### src/rtl/voice_number_scroll_display.sv
// voice_number_scroll_display
//   Records spoken two-digit numbers between START and DONE voice commands,
//   then scrolls through them on a two-digit seven-segment display.
//
//   state | meaning
//   ------+--------------------------------------------------------------
//   IDLE  | no session; display blank; waits for START
//   START | recording; NUMBER codes append to the buffer; shows last entry
//   DONE  | playback; shows entries in turn, SCROLL_CYCLES clocks each
//
// Ports
//   clk                   : clock, rising edge
//   reset                 : synchronous active-high reset
//   ID[5:0]               : recognised word code (0 CANCEL, 5 START,
//                           6..45 NUMBER, 46 DONE, 47 MORE)
//   id_valid              : one-cycle strobe qualifying ID
//   Seven_Segment_Display : {tens[6:0], ones[6:0]}, each {g,f,e,d,c,b,a}
//   state[1:0]            : 0 IDLE, 1 START, 2 DONE
//   count                 : number of stored entries
//   overflow              : sticky, set when a number is dropped (buffer full)
module voice_number_scroll_display #(
  parameter int DEPTH         = 4,
  parameter int SCROLL_CYCLES = 100_000_000,
  parameter bit ACTIVE_LOW    = 1'b1,
  parameter bit BLANK_LZ      = 1'b1
) (
  input  logic                         clk,
  input  logic                         reset,
  input  logic [5:0]                   ID,
  input  logic                         id_valid,
  output logic [13:0]                  Seven_Segment_Display,
  output logic [1:0]                   state,
  output logic [$clog2(DEPTH+1)-1:0]   count,
  output logic                         overflow
);

  localparam int CW = $clog2(DEPTH + 1);
  localparam int IW = (DEPTH > 1) ? $clog2(DEPTH) : 1;
  localparam int TW = $clog2(SCROLL_CYCLES);

  localparam logic [3:0] CODE_DASH  = 4'd10;
  localparam logic [3:0] CODE_BLANK = 4'd11;

  typedef enum logic [1:0] {
    S_IDLE  = 2'd0,
    S_START = 2'd1,
    S_DONE  = 2'd2
  } state_t;

  state_t          state_q, state_nx;
  logic [CW-1:0]   count_q, count_nx;
  logic            ovf_q, ovf_nx;
  logic [IW-1:0]   ptr_q, ptr_nx;
  logic [TW-1:0]   timer_q, timer_nx;
  logic [13:0]     seg_q, seg_nx;
  logic            wr_en;
  logic [IW-1:0]   wr_idx;
  logic [IW-1:0]   last_idx;
  logic [5:0]      entries [2**IW];

  logic cmd_cancel, cmd_start, cmd_done, cmd_more, cmd_number;

  assign cmd_cancel = id_valid && (ID == 6'd0);
  assign cmd_start  = id_valid && (ID == 6'd5);
  assign cmd_done   = id_valid && (ID == 6'd46);
  assign cmd_more   = id_valid && (ID == 6'd47);
  assign cmd_number = id_valid && (ID >= 6'd6) && (ID <= 6'd45);

  // count never exceeds DEPTH-1 when used as an index, so truncation is exact
  assign wr_idx   = IW'(count_q);
  assign last_idx = IW'(count_q - CW'(1));

  always_ff @(posedge clk) begin
    if (reset) begin
      state_q <= S_IDLE;
      count_q <= '0;
      ovf_q   <= 1'b0;
      ptr_q   <= '0;
      timer_q <= '0;
    end else begin
      state_q <= state_nx;
      count_q <= count_nx;
      ovf_q   <= ovf_nx;
      ptr_q   <= ptr_nx;
      timer_q <= timer_nx;
    end
  end

  // Buffer is not reset: entries are only ever read below index count.
  always_ff @(posedge clk) begin
    if (!reset && wr_en) begin
      entries[wr_idx] <= ID;
    end
  end

  always_comb begin
    state_nx = state_q;
    count_nx = count_q;
    ovf_nx   = ovf_q;
    ptr_nx   = ptr_q;
    timer_nx = timer_q;
    wr_en    = 1'b0;

    unique case (state_q)
      S_IDLE: begin
        if (cmd_start) begin
          state_nx = S_START;
          count_nx = '0;
          ovf_nx   = 1'b0;
        end
      end

      S_START: begin
        if (cmd_cancel) begin
          state_nx = S_IDLE;
          count_nx = '0;
          ovf_nx   = 1'b0;
        end else if (cmd_start) begin
          count_nx = '0;
          ovf_nx   = 1'b0;
        end else if (cmd_done) begin
          if (count_q != '0) begin
            state_nx = S_DONE;
            ptr_nx   = '0;
            timer_nx = '0;
          end else begin
            state_nx = S_IDLE;
          end
        end else if (cmd_number) begin
          if (count_q < CW'(DEPTH)) begin
            wr_en    = 1'b1;
            count_nx = count_q + CW'(1);
          end else begin
            ovf_nx = 1'b1;
          end
        end
      end

      S_DONE: begin
        if (timer_q == TW'(SCROLL_CYCLES - 1)) begin
          timer_nx = '0;
          if (CW'(ptr_q) + CW'(1) == count_q) ptr_nx = '0;
          else                                ptr_nx = ptr_q + IW'(1);
        end else begin
          timer_nx = timer_q + TW'(1);
        end
        // commands override a coincident scroll step
        if (cmd_more) begin
          state_nx = S_START;
          ptr_nx   = '0;
          timer_nx = '0;
        end else if (cmd_cancel) begin
          state_nx = S_IDLE;
          count_nx = '0;
          ovf_nx   = 1'b0;
          ptr_nx   = '0;
          timer_nx = '0;
        end
      end

      default: begin
        state_nx = S_IDLE;
      end
    endcase
  end

  function automatic logic [6:0] seg_al(input logic [3:0] code);
    case (code)
      4'd0:    seg_al = 7'h40;
      4'd1:    seg_al = 7'h79;
      4'd2:    seg_al = 7'h24;
      4'd3:    seg_al = 7'h30;
      4'd4:    seg_al = 7'h19;
      4'd5:    seg_al = 7'h12;
      4'd6:    seg_al = 7'h02;
      4'd7:    seg_al = 7'h78;
      4'd8:    seg_al = 7'h00;
      4'd9:    seg_al = 7'h10;
      4'd10:   seg_al = 7'h3F;
      default: seg_al = 7'h7F;
    endcase
  endfunction

  logic [5:0]  show_val;
  logic        use_val;
  logic [3:0]  tens_code, ones_code;
  logic [13:0] seg_raw;

  always_comb begin
    show_val  = '0;
    use_val   = 1'b0;
    tens_code = CODE_BLANK;
    ones_code = CODE_BLANK;

    case (state_q)
      S_START: begin
        if (count_q == '0) begin
          tens_code = CODE_DASH;
          ones_code = CODE_DASH;
        end else begin
          show_val = entries[last_idx];
          use_val  = 1'b1;
        end
      end
      S_DONE: begin
        show_val = entries[ptr_q];
        use_val  = 1'b1;
      end
      default: begin
        tens_code = CODE_BLANK;
        ones_code = CODE_BLANK;
      end
    endcase

    if (use_val) begin
      tens_code = 4'(show_val / 6'd10);
      ones_code = 4'(show_val % 6'd10);
      if (BLANK_LZ && tens_code == 4'd0) tens_code = CODE_BLANK;
    end

    seg_raw = {seg_al(tens_code), seg_al(ones_code)};
    seg_nx  = ACTIVE_LOW ? seg_raw : ~seg_raw;
  end

  always_ff @(posedge clk) begin
    if (reset) seg_q <= ACTIVE_LOW ? 14'h3FFF : 14'h0000;
    else       seg_q <= seg_nx;
  end

  assign Seven_Segment_Display = seg_q;
  assign state                 = state_q;
  assign count                 = count_q;
  assign overflow              = ovf_q;

endmodule

### config.mk
export PLATFORM = sky130hd
export DESIGN_NAME = voice_number_scroll_display
export DESIGN_NICKNAME = d
export VERILOG_FILES = /design/src/rtl/voice_number_scroll_display.sv
export SDC_FILE = /design/constraint.sdc
export NUM_CORES = 1
export LEC_CHECK = 0
export ABC_CLOCK_PERIOD_IN_PS = 5800
export BUFFER_PORTS_ARGS = -buffer_cell sky130_fd_sc_hd__buf_4
export CAP_MARGIN = 20
export CORE_UTILIZATION = 33
export CTS_BUF_LIST = sky130_fd_sc_hd__clkbuf_2
export CTS_CLUSTER_SIZE = 28
export DETAILED_ROUTE_END_ITERATION = 16
export PLACE_DENSITY_LB_ADDON = 0.1
export SYNTH_ARGS = -nofsm -noshare
export SYNTH_HDL_FRONTEND = slang
export SYNTH_SLANG_ARGS = --single-unit
export TNS_END_PERCENT = 30
### constraint.sdc
create_clock -name clk -period 5.8 [get_ports clk]
set_input_delay 0 -clock clk [delete_from_list [all_inputs] [get_ports clk]]
set_output_delay 0 -clock clk [all_outputs]
set_load 0.1 [all_outputs]
==> results.cfg, run 1 <==
[outcome]
status = completed

[detailed_routing]
wl_per_cell_um = 15.66
vias = 3175
drc = 0
ant_nets = 0
drt_iter0_drc = 130
viasPerCell = 5.196
wl_um = 9569
drt-pass1-iter-count = 4

[clock_network]
htreeDepth = 3
clk_latency_ps = 580
cts_tree = built
clk_pin_slew_ps = 200
cts_buffers = 9
max-clock-path-buffers = 2
clock_sinks = 75
cts_root_buffer = clkbuf_2

[sta]
tightestPinTransition_ps = 1056
whs_ps = 128.4
maxSlewViolCount = 0
setup_viol = 0
period_needed_ps = 4671
slew-limit-headroom_pct = 29.58
fin_tns_setup_ps = 0
fmax_mhz = 214.1
finalCritPeriodShare_pct = 80.53
skew_ps = 46.21
final-hold-violation-count = 0
grt_setup_unrepaired = false
fin_ws_ps = 1129

[placed_design]
place_worst_setup_slack_ps = 1192
gp_congestion = 0.8071
dp.cells = 588
portBuffers = 28
hpwlAfterDp_um = 7127

[synthesis]
postSynth.asyncResetShare_pct = 0
synth-seq-area-share_pct = 43.06
synth_top_family_by_area = simple AND/OR/NAND/NOR gates
ys.flop_type = dfxtp_1
synthXorXnorAreaFrac_pct = 6.929
yosysWarnings = 0
synth_edf_count = 24
synth_compound_area_share_pct = 13.24
synth_area_um2 = 4045
synth_adder_area_share_pct = 5.846
synth_cells = 425
synth-seq-cells = 75
muxShareOfSynthArea_pct = 7.918
synth_fp_nets = 452
synth_top_area_share_pct = 25.24
yosysTopAreaCell = dfxtp_1
ys_types = 55
synthSimpleGateAreaFrac_pct = 19.67
synth.avg_cell_area_um2 = 9.518
netlist_top_cells_area = dfxtp_1 (25%), edfxtp_1 (18%), ha_1 (5.6%)

[global_routing]
grt-busiest-layer = met2
gr-usage-met2_pct = 25.84
grt_use_met1_pct = 20.27
grt_pass1_vias = 3144
antenna_found_initial = 0
grt_max_degree = 26
gr-usage-all-layers_pct = 16.28
grt-ovfl-total = 0
use_met3_pct = 5.142
grt_pass1_wl_um = 15950

[floorplan]
fp.dieH_um = 112.7
core_um2 = 11960
floorplan.initialDensity_pct = 33.82
die-area_um2 = 12700
fp.dieW_um = 112.7
row_count = 40
pin_count = 29

[power_and_ir_drop]
irDropWorstVdd_mv = 0.07594
power.total_uw = 916.5
power-per-cell-area_nw_per_um2 = 200.9
power.leakage_uw = 0.001671

[worst_setup_path]
crit_arrival_ps = 5140
worstSetupPathType = reg2reg
endpoint_kind = register
crit_path_start_kind = register
worstPathMaxFanout = 11
required_ps = 6270

[finish]
fin_nets = 486
fin_cells = 611
drive_gt1_share_pct = 12.53
nFillCells = 1209
final_cell_mix = nor2_1 (60), dfxtp_1 (51), nand2_1 (32), buf_4 (29), edfxtp_1 (24)
final_common_cell = nor2_1
area_delta_synth_final_pct = 12.77

[worst_hold_path]
hold_path_class = in2reg

[run]
maxCapViolations = 0
## metrics by stage
| step | cell area (um^2) | utilization, % |
|---|---|---|
| final | 4562 | 38.14 |
| after global routing | 4559 | 38.12 |
| after CTS | 4559 | 38.12 |
| after detailed placement | 4387 | 36.67 |
| after global placement | 4387 | 36.67 |
| after floorplan | 4045 | - |
## power by group
| group | total (uW) | internal (uW) | switching (uW) |
|---|---|---|---|
| combinational | 81.6 | 26.2 | 55.5 |
| sequential | 547 | 544 | 2.21 |
| clock | 288 | 98.3 | 190 |
## cells in the mapped netlist (4+ instances only)
library cell	count
inv_1	20
a221o_1	4
xor2_1	19
edfxtp_1	24
nand4_1	9
a211o_1	4
nand2_1	32
mux2i_1	14
and2_1	6
o21ai_0	13
or3_1	4
xnor2_1	13
o22ai_1	7
ha_1	18
nand3_1	11
nor3_1	7
nor2_1	60
a22oi_1	4
a21oi_1	18
and3_1	11
clkbuf_1	9
dfxtp_1	51
mux4_2	7
nand2b_1	7
## area by class of cell
class | instances | area (um^2) | area share, %
clock inverters | 5 | 52.55 | 1.152
flip-flops and latches | 75 | 1742 | 38.18
diodes | 1 | 2.502 | 0.05485
well taps | 147 | 183.9 | 4.032
multi-input cells | 317 | 2168 | 47.53
repair buffers | 36 | 287.8 | 6.308
clock buffers | 10 | 50.05 | 1.097
inverters | 20 | 75.07 | 1.646
## metal layers
metal	wire length (um)	vias up
li1	-	1603
met1	4607	1497
met2	4349	56
met3	427	19
met4	184	0
met5	0	-
## logic make-up after synthesis
group                    count (synthesis)
AND/OR/NAND/NOR                        165
adder cells (fa/ha/maj)                 19
multiplexers                            23
XOR/XNOR                                32
flip-flops                              75
AO/OA/AOI/OAI                           78
buffers and inverters                   33
## critical path, stage by stage, from the launching register on
cell,delay (ps)
dfxtp_1,350
buf_4,200
inv_1,120
ha_1,490
mux4_2,340
and3_1,210
or2_2,340
nand2_1,80
ha_1,230
a221o_1,420
maj3_2,360
o211ai_2,250
mux2i_1,480
ha_1,270
nor2_1,50
nor4b_1,160
a221oi_1,230
## path summary, 6_finish.rpt
kind	slack [ps]	to	startpoint	cells past startpoint
hold / removal	130	timer_q[1]	id_valid	6
hold reg to reg	490	timer_q[1]	timer_q[1]	2
setup / recovery	1130	Seven_Segment_Display[6]	count[0]	16
setup reg to reg	1130	Seven_Segment_Display[6]	count[0]	16
## registers in the layout, summed over array words and instances, names as in the netlist, named ones only
name	count
Seven_Segment_Display	14
count	3
entries	24
overflow	1
ptr_q	2
state	2
timer_q	27
## timing repair
| item | in CTS | in global routing |
|---|---|---|
| resized for setup | 0 | 0 |
| hold endpoints to repair | 50 | 0 |
| hold buffers | 7 | 0 |
| setup buffers | 0 | 0 |
Power figures use the tool's default switching activity.
==> run 2, diff against run 1 <==
--- a/config.mk
+++ b/config.mk
@@ -5,7 +5,7 @@
 export SDC_FILE = /design/constraint.sdc
 export NUM_CORES = 1
 export LEC_CHECK = 0
-export ABC_CLOCK_PERIOD_IN_PS = 5800
+export ABC_CLOCK_PERIOD_IN_PS = 4340
 export BUFFER_PORTS_ARGS = -buffer_cell sky130_fd_sc_hd__buf_4
 export CAP_MARGIN = 20
 export CORE_UTILIZATION = 33
==> constraint.sdc (replaced) <==
create_clock -name clk -period 4.34 [get_ports clk]
set_input_delay 0 -clock clk [delete_from_list [all_inputs] [get_ports clk]]
set_output_delay 0 -clock clk [all_outputs]
set_load 0.1 [all_outputs]
==> run 2 against run 1 <==
Core utilization up 1.5 points; worst hold slack better by 18 ps; via count up 0.25%; sequential cell count unchanged; cell count up 0.82%; critical endpoint is now Seven_Segment_Display[1]; largest cell class unchanged; largest power group unchanged.
==> results.cfg, run 2 (synthesis gave the netlist of run 1 again) <==
[power_and_ir_drop]
netSwitchingFraction_pct = 25.22
combPwrFrac_pct = 8.4
seqPwrFrac_pct = 53.9
power.leakage_uw = 0.001729
power-per-cell-area_nw_per_um2 = 285.0
netSwitchingPower_uw = 341.0
irDropWorstVdd_mv = 0.1076
p_int_uw = 1011
pwr-share-clk_pct = 37.7

[global_routing]
grt-ovfl-total = 0
grt_max_degree = 26
grt_pass1_wl_um = 16220
grt_pass1_vias = 3111
gr-usage-all-layers_pct = 16.48
antenna_found_initial = 0

[placed_design]
dp.cells = 593
portBuffers = 28
hpwlAfterDp_um = 7331
place_area_um2 = 4483
gp_congestion = 0.8089

[detailed_routing]
wl_um = 9866
drt_iter0_drc = 185
wl_per_cell_um = 16.02
viasPerCell = 5.167
drc = 0
drt-pass1-iter-count = 4
ant_nets = 0
vias = 3183

[worst_hold_path]
holdPathStages = 6
hold_path_class = in2reg

[clock_network]
cts_setup_buffers = 0
clock_sinks = 75
htreeDepth = 3
cts_root_buffer = clkbuf_2
max-clock-path-buffers = 2
clk_latency_ps = 520
clk_pin_slew_ps = 220
cts_buffers = 9
cts_tree = built

[finish]
fin_nets = 491
regMostFlops = timer_q
drive_gt1_share_pct = 16.84
nFillCells = 1174
area_delta_synth_final_pct = 17.29
fin_cells = 616
n_antenna_cell = 0
largest_reg_flops = 27
fin_util_pct = 39.67
final_cell_mix = nor2_1 (60), dfxtp_1 (48), buf_4 (34), nand2_1 (32), edfxtp_1 (24)
fin_area_um2 = 4745
final_common_cell = nor2_1

[worst_setup_path]
worstSetupPathType = reg2reg
crit_path_start_kind = register
endpoint_kind = register
r2r-end = Seven_Segment_Display[1]
required_ps = 4770
r2r-start = count[0]
crit_chain = inv_2 > ha_4 > mux4_2 > and3_4 > or2_4 > nand2_1 > ha_1 > a221o_2 > nand2b_4 > o2bb2ai_2 > a22oi_1 > ha_2 > inv_2 > o2111ai_2 > xor2_2 > or2_4 > a221o_1
slowest_delay_ps = 470
worstSetupEndpoint = Seven_Segment_Display[1]
worst-r2r-setup-slack_ps = 210
worstPathMaxFanout = 8
slowest_stage = a221o_2
crit_arrival_ps = 4570
r2r_cells = 17
crit_path_start = count[0]

[sta]
fin_tns_setup_ps = 0
maxSlewViolCount = 0
tightestPinTransition_ps = 1104
setup_viol = 0
skew_ps = 17.93
finalCritPeriodShare_pct = 95.25
final-hold-violation-count = 0
slew-limit-headroom_pct = 26.40
grt_setup_unrepaired = false
fmax_mhz = 241.9
period_needed_ps = 4134

[floorplan]
pin_count = 29
fp.dieW_um = 112.7
floorplan.initialDensity_pct = 33.82
fp.dieH_um = 112.7
row_count = 40
core_um2 = 11960
die-area_um2 = 12700

[run]
maxCapViolations = 0

[outcome]
status = completed
-- run 2: layout make-up --
type | instances | area (um^2) | share of cell area (%)
clock inverter | 7 | 115.1 | 2.426
timing repair buffer | 41 | 325.3 | 6.857
inverter | 20 | 75.07 | 1.582
tap | 147 | 183.9 | 3.877
clock buffer | 9 | 45.04 | 0.9494
multi-input combinational | 317 | 2250 | 47.42
sequential | 75 | 1750 | 36.89
-- run 2: timing repair --
| item | 4_1_cts | 5_1_grt |
|---|---|---|
| resized for setup | 0 | 7 |
| setup endpoints to repair | 0 | 8 |
| hold endpoints to repair | 50 | 0 |
| hold buffers | 7 | 0 |
-- run 2: routing by layer --
metal / GRT usage (%) / part of all wire [%] / vias up
met3: 3.428 / 3.0 / 6
met4: 5.956 / 0.72 / 0
li1: - / - / 1608
met5: 0 / 0 / -
met2: 25.51 / 45 / 53
met1: 22.72 / 51 / 1516
-- run 2: how the worst min path moves through the flow --
stage | to | slack, ps | from
after floorplan | entries[0][0] | 100 | ID[0]
after global placement | entries[1][1] | 240 | ID[1]
after detailed placement | entries[1][1] | 250 | ID[1]
after CTS | overflow | 60 | id_valid
after global routing | timer_q[1] | 120 | id_valid
final | overflow | 150 | id_valid
-- run 2: power by group through the flow --
stage	Combinational (uW)	Clock, uW	Sequential, uW
6_report	113	510	729
5_1_grt	124	555	731
4_1_cts	113	526	730
3_5_place_dp	108	0	744
3_3_place_gp	107	0	744
2_1_floorplan	53.6	0	763
-- run 2: worst max-delay path: cells and delay by family (launching register included) --
family / cells / cell delay (ps)
buf+inv: 2 / 130
fa+ha+maj: 3 / 780
flops: 1 / 430
mux: 1 / 300
compound gates: 5 / 1150
xor+xnor: 1 / 220
simple gates: 5 / 1020
-- run 2: metrics by stage --
stage / worst slack, ps / total power, uW / hold slack, ps
finish: 206.0 / 1352 / 146.2
global route: 28.89 / 1409 / 118.8
CTS: 95.01 / 1369 / 57.39
detailed placement: 148.9 / 851.3 / 248.4
global placement: 216.1 / 850.9 / 239.8
floorplan: 27.76 / 816.3 / 98.87
==> run 3, diff against run 2 <==
--- a/config.mk
+++ b/config.mk
@@ -8,11 +8,12 @@
 export ABC_CLOCK_PERIOD_IN_PS = 4340
 export BUFFER_PORTS_ARGS = -buffer_cell sky130_fd_sc_hd__buf_4
 export CAP_MARGIN = 20
-export CORE_UTILIZATION = 33
+export CORE_UTILIZATION = 40
 export CTS_BUF_LIST = sky130_fd_sc_hd__clkbuf_2
 export CTS_CLUSTER_SIZE = 28
 export DETAILED_ROUTE_END_ITERATION = 16
 export PLACE_DENSITY_LB_ADDON = 0.1
+export REMOVE_ABC_BUFFERS = 1
 export SYNTH_ARGS = -nofsm -noshare
 export SYNTH_HDL_FRONTEND = slang
 export SYNTH_SLANG_ARGS = --single-unit
==> run 3 against run 2 <==
Cell count shrank 1.8%; total power shrank 0.79%; combinational power is essentially flat; non-clock buffer count grew 4; sequential share of layout area grew 0.17 points; core utilization grew 8.4 points; wire length shrank 11%; worst setup slack gained 19 ps; sequential cell count is the same; die area shrank 17%; count of clock-buffer cells in the layout grew 1; via count grew 0.53%.
==> results.cfg, run 3 (synthesis gave the netlist of run 1 again) <==
[finish]
fin_area_um2 = 4702
final_cell_mix = nor2_1 (60), dfxtp_1 (50), buf_4 (38), nand2_1 (32), edfxtp_1 (24)
fin_nets = 495
n_antenna_cell = 0
area_delta_synth_final_pct = 16.24
final_common_cell = nor2_1
nFillCells = 962
largest_reg_flops = 27
drive_gt1_share_pct = 15.89
regMostFlops = timer_q
fin_util_pct = 48.11

[sta]
setup_viol = 0
tightestPinTransition_ps = 974.7
slew-limit-headroom_pct = 35.02
maxSlewViolCount = 0
skew_ps = 32.39
finalCritPeriodShare_pct = 94.80
grt_setup_unrepaired = false
fmax_mhz = 243.0
final-hold-violation-count = 0
period_needed_ps = 4115

[worst_setup_path]
cp_num_buf_inv = 2
crit_path_start_kind = register
worst-r2r-setup-slack_ps = 230
crit_family = simple AND/OR/NAND/NOR gates
worstPathMaxFanout = 7
worstSetupPathType = reg2reg
endpoint_kind = register
r2r_cells = 17
cp.depth = 17
crit_arrival_ps = 4510
crit_chain = inv_1 > ha_4 > mux4_2 > and3_1 > or2_2 > nand2_1 > ha_1 > a221o_2 > nand2b_1 > o2bb2ai_1 > a22oi_1 > ha_1 > inv_1 > o2111ai_1 > xor2_2 > or2_4 > a221o_1
required_ps = 4740
slowest_delay_ps = 430
slowest_stage = a221o_2

[floorplan]
row_count = 36
floorplan.initialDensity_pct = 41.39
die-area_um2 = 10520
fp.dieW_um = 102.6
pin_count = 29
fp.dieH_um = 102.6
core_um2 = 9774

[clock_network]
htreeDepth = 3
clk_pin_slew_ps = 220
clock_sinks = 75
clk_latency_ps = 500
max-clock-path-buffers = 2
cts_root_buffer = clkbuf_2
cts_buffers = 9
cts_tree = built

[detailed_routing]
viasPerCell = 5.289
drt_iter0_drc = 181
wl_per_cell_um = 14.52
drt-pass1-iter-count = 4
wl_um = 8786
ant_nets = 0
vias = 3200
drc = 0

[placed_design]
place_area_um2 = 4437
hpwlAfterDp_um = 6539
gp_congestion = 0.8472
portBuffers = 28

[global_routing]
grt_max_degree = 26
grt-ovfl-total = 0
antenna_found_initial = 0
grt_pass1_vias = 2977
grt_pass1_wl_um = 14880
gr-usage-all-layers_pct = 18.25

[power_and_ir_drop]
power.leakage_uw = 0.001739
power.total_uw = 1342
power-per-cell-area_nw_per_um2 = 285.3
irDropWorstVdd_mv = 0.1537

[outcome]
status = completed

[worst_hold_path]
hold_path_class = in2reg
holdPathStages = 6

[run]
maxCapViolations = 0
-- run 3: cell types whose count changed in the layout (fill, tap and decap cells not counted), moves of 2 or more --
cell and change:
dfxtp_4 -2, inv_1 +2, dfxtp_1 +2, buf_4 +4, inv_2 -3
-- run 3: path summary, 6_finish.rpt --
check                                 from                  endpoint
worst max-delay path              count[1]  Seven_Segment_Display[1]
worst min-delay path              id_valid                timer_q[1]
worst max register to register    count[1]  Seven_Segment_Display[1]
worst min register to register  timer_q[1]                timer_q[1]
-- run 3: area by class of cell --
cell class	instances	area [um^2]	area share, %
clock buffer	10	50.05	1.064
clock inverter	5	103.9	2.209
inverter	20	75.07	1.597
multi-input combinational	317	2208	46.97
sequential	75	1743	37.07
tap	133	166.4	3.539
timing repair buffer	45	355.3	7.557
-- run 3: repair_timing --
item / CTS / global route
hold endpoints to repair: 50 / 0
setup endpoints to repair: 0 / 10
hold buffers: 7 / 0
setup buffers: 0 / 0
resized for setup: 0 / 9
-- run 3: through the flow --
stage	std cells	hold slack [ps]	setup TNS, ps	setup slack [ps]
after floorplan	412	69.07	-9420	-815.1
after global placement	583	233.6	0	229.6
after detailed placement	583	241.3	0	117.4
after global routing	605	194.5	0	31.52
after CTS	605	109.8	0	100.9
final	605	150.1	0	225.5
-- run 3: worst reg2reg max path, stage by stage, from the launching register on --
cell and delay [ps]:
dfxtp_1 370, inv_1 90, ha_4 300, mux4_2 270, and3_1 210, or2_2 350, nand2_1 90, ha_1 220
a221o_2 430, nand2b_1 200, o2bb2ai_1 150, a22oi_1 90, ha_1 200, inv_1 80, o2111ai_1 150, xor2_2 240
or2_4 300, a221o_1 310
-- run 3: per-layer routing --
metal  global-route usage, %  vias up  part of all wire [%]
met5                       0        -                     0
met1                   26.75     1496                    50
li1                        -     1614                     -
met3                   2.983        7                   5.0
met2                   27.44       83                    44
met4                   5.604        0                  0.97
-- run 3: power by group --
part	internal, uW	switching, uW
Clock	248	250
Sequential	728	2.64
Combinational	38.5	74.9
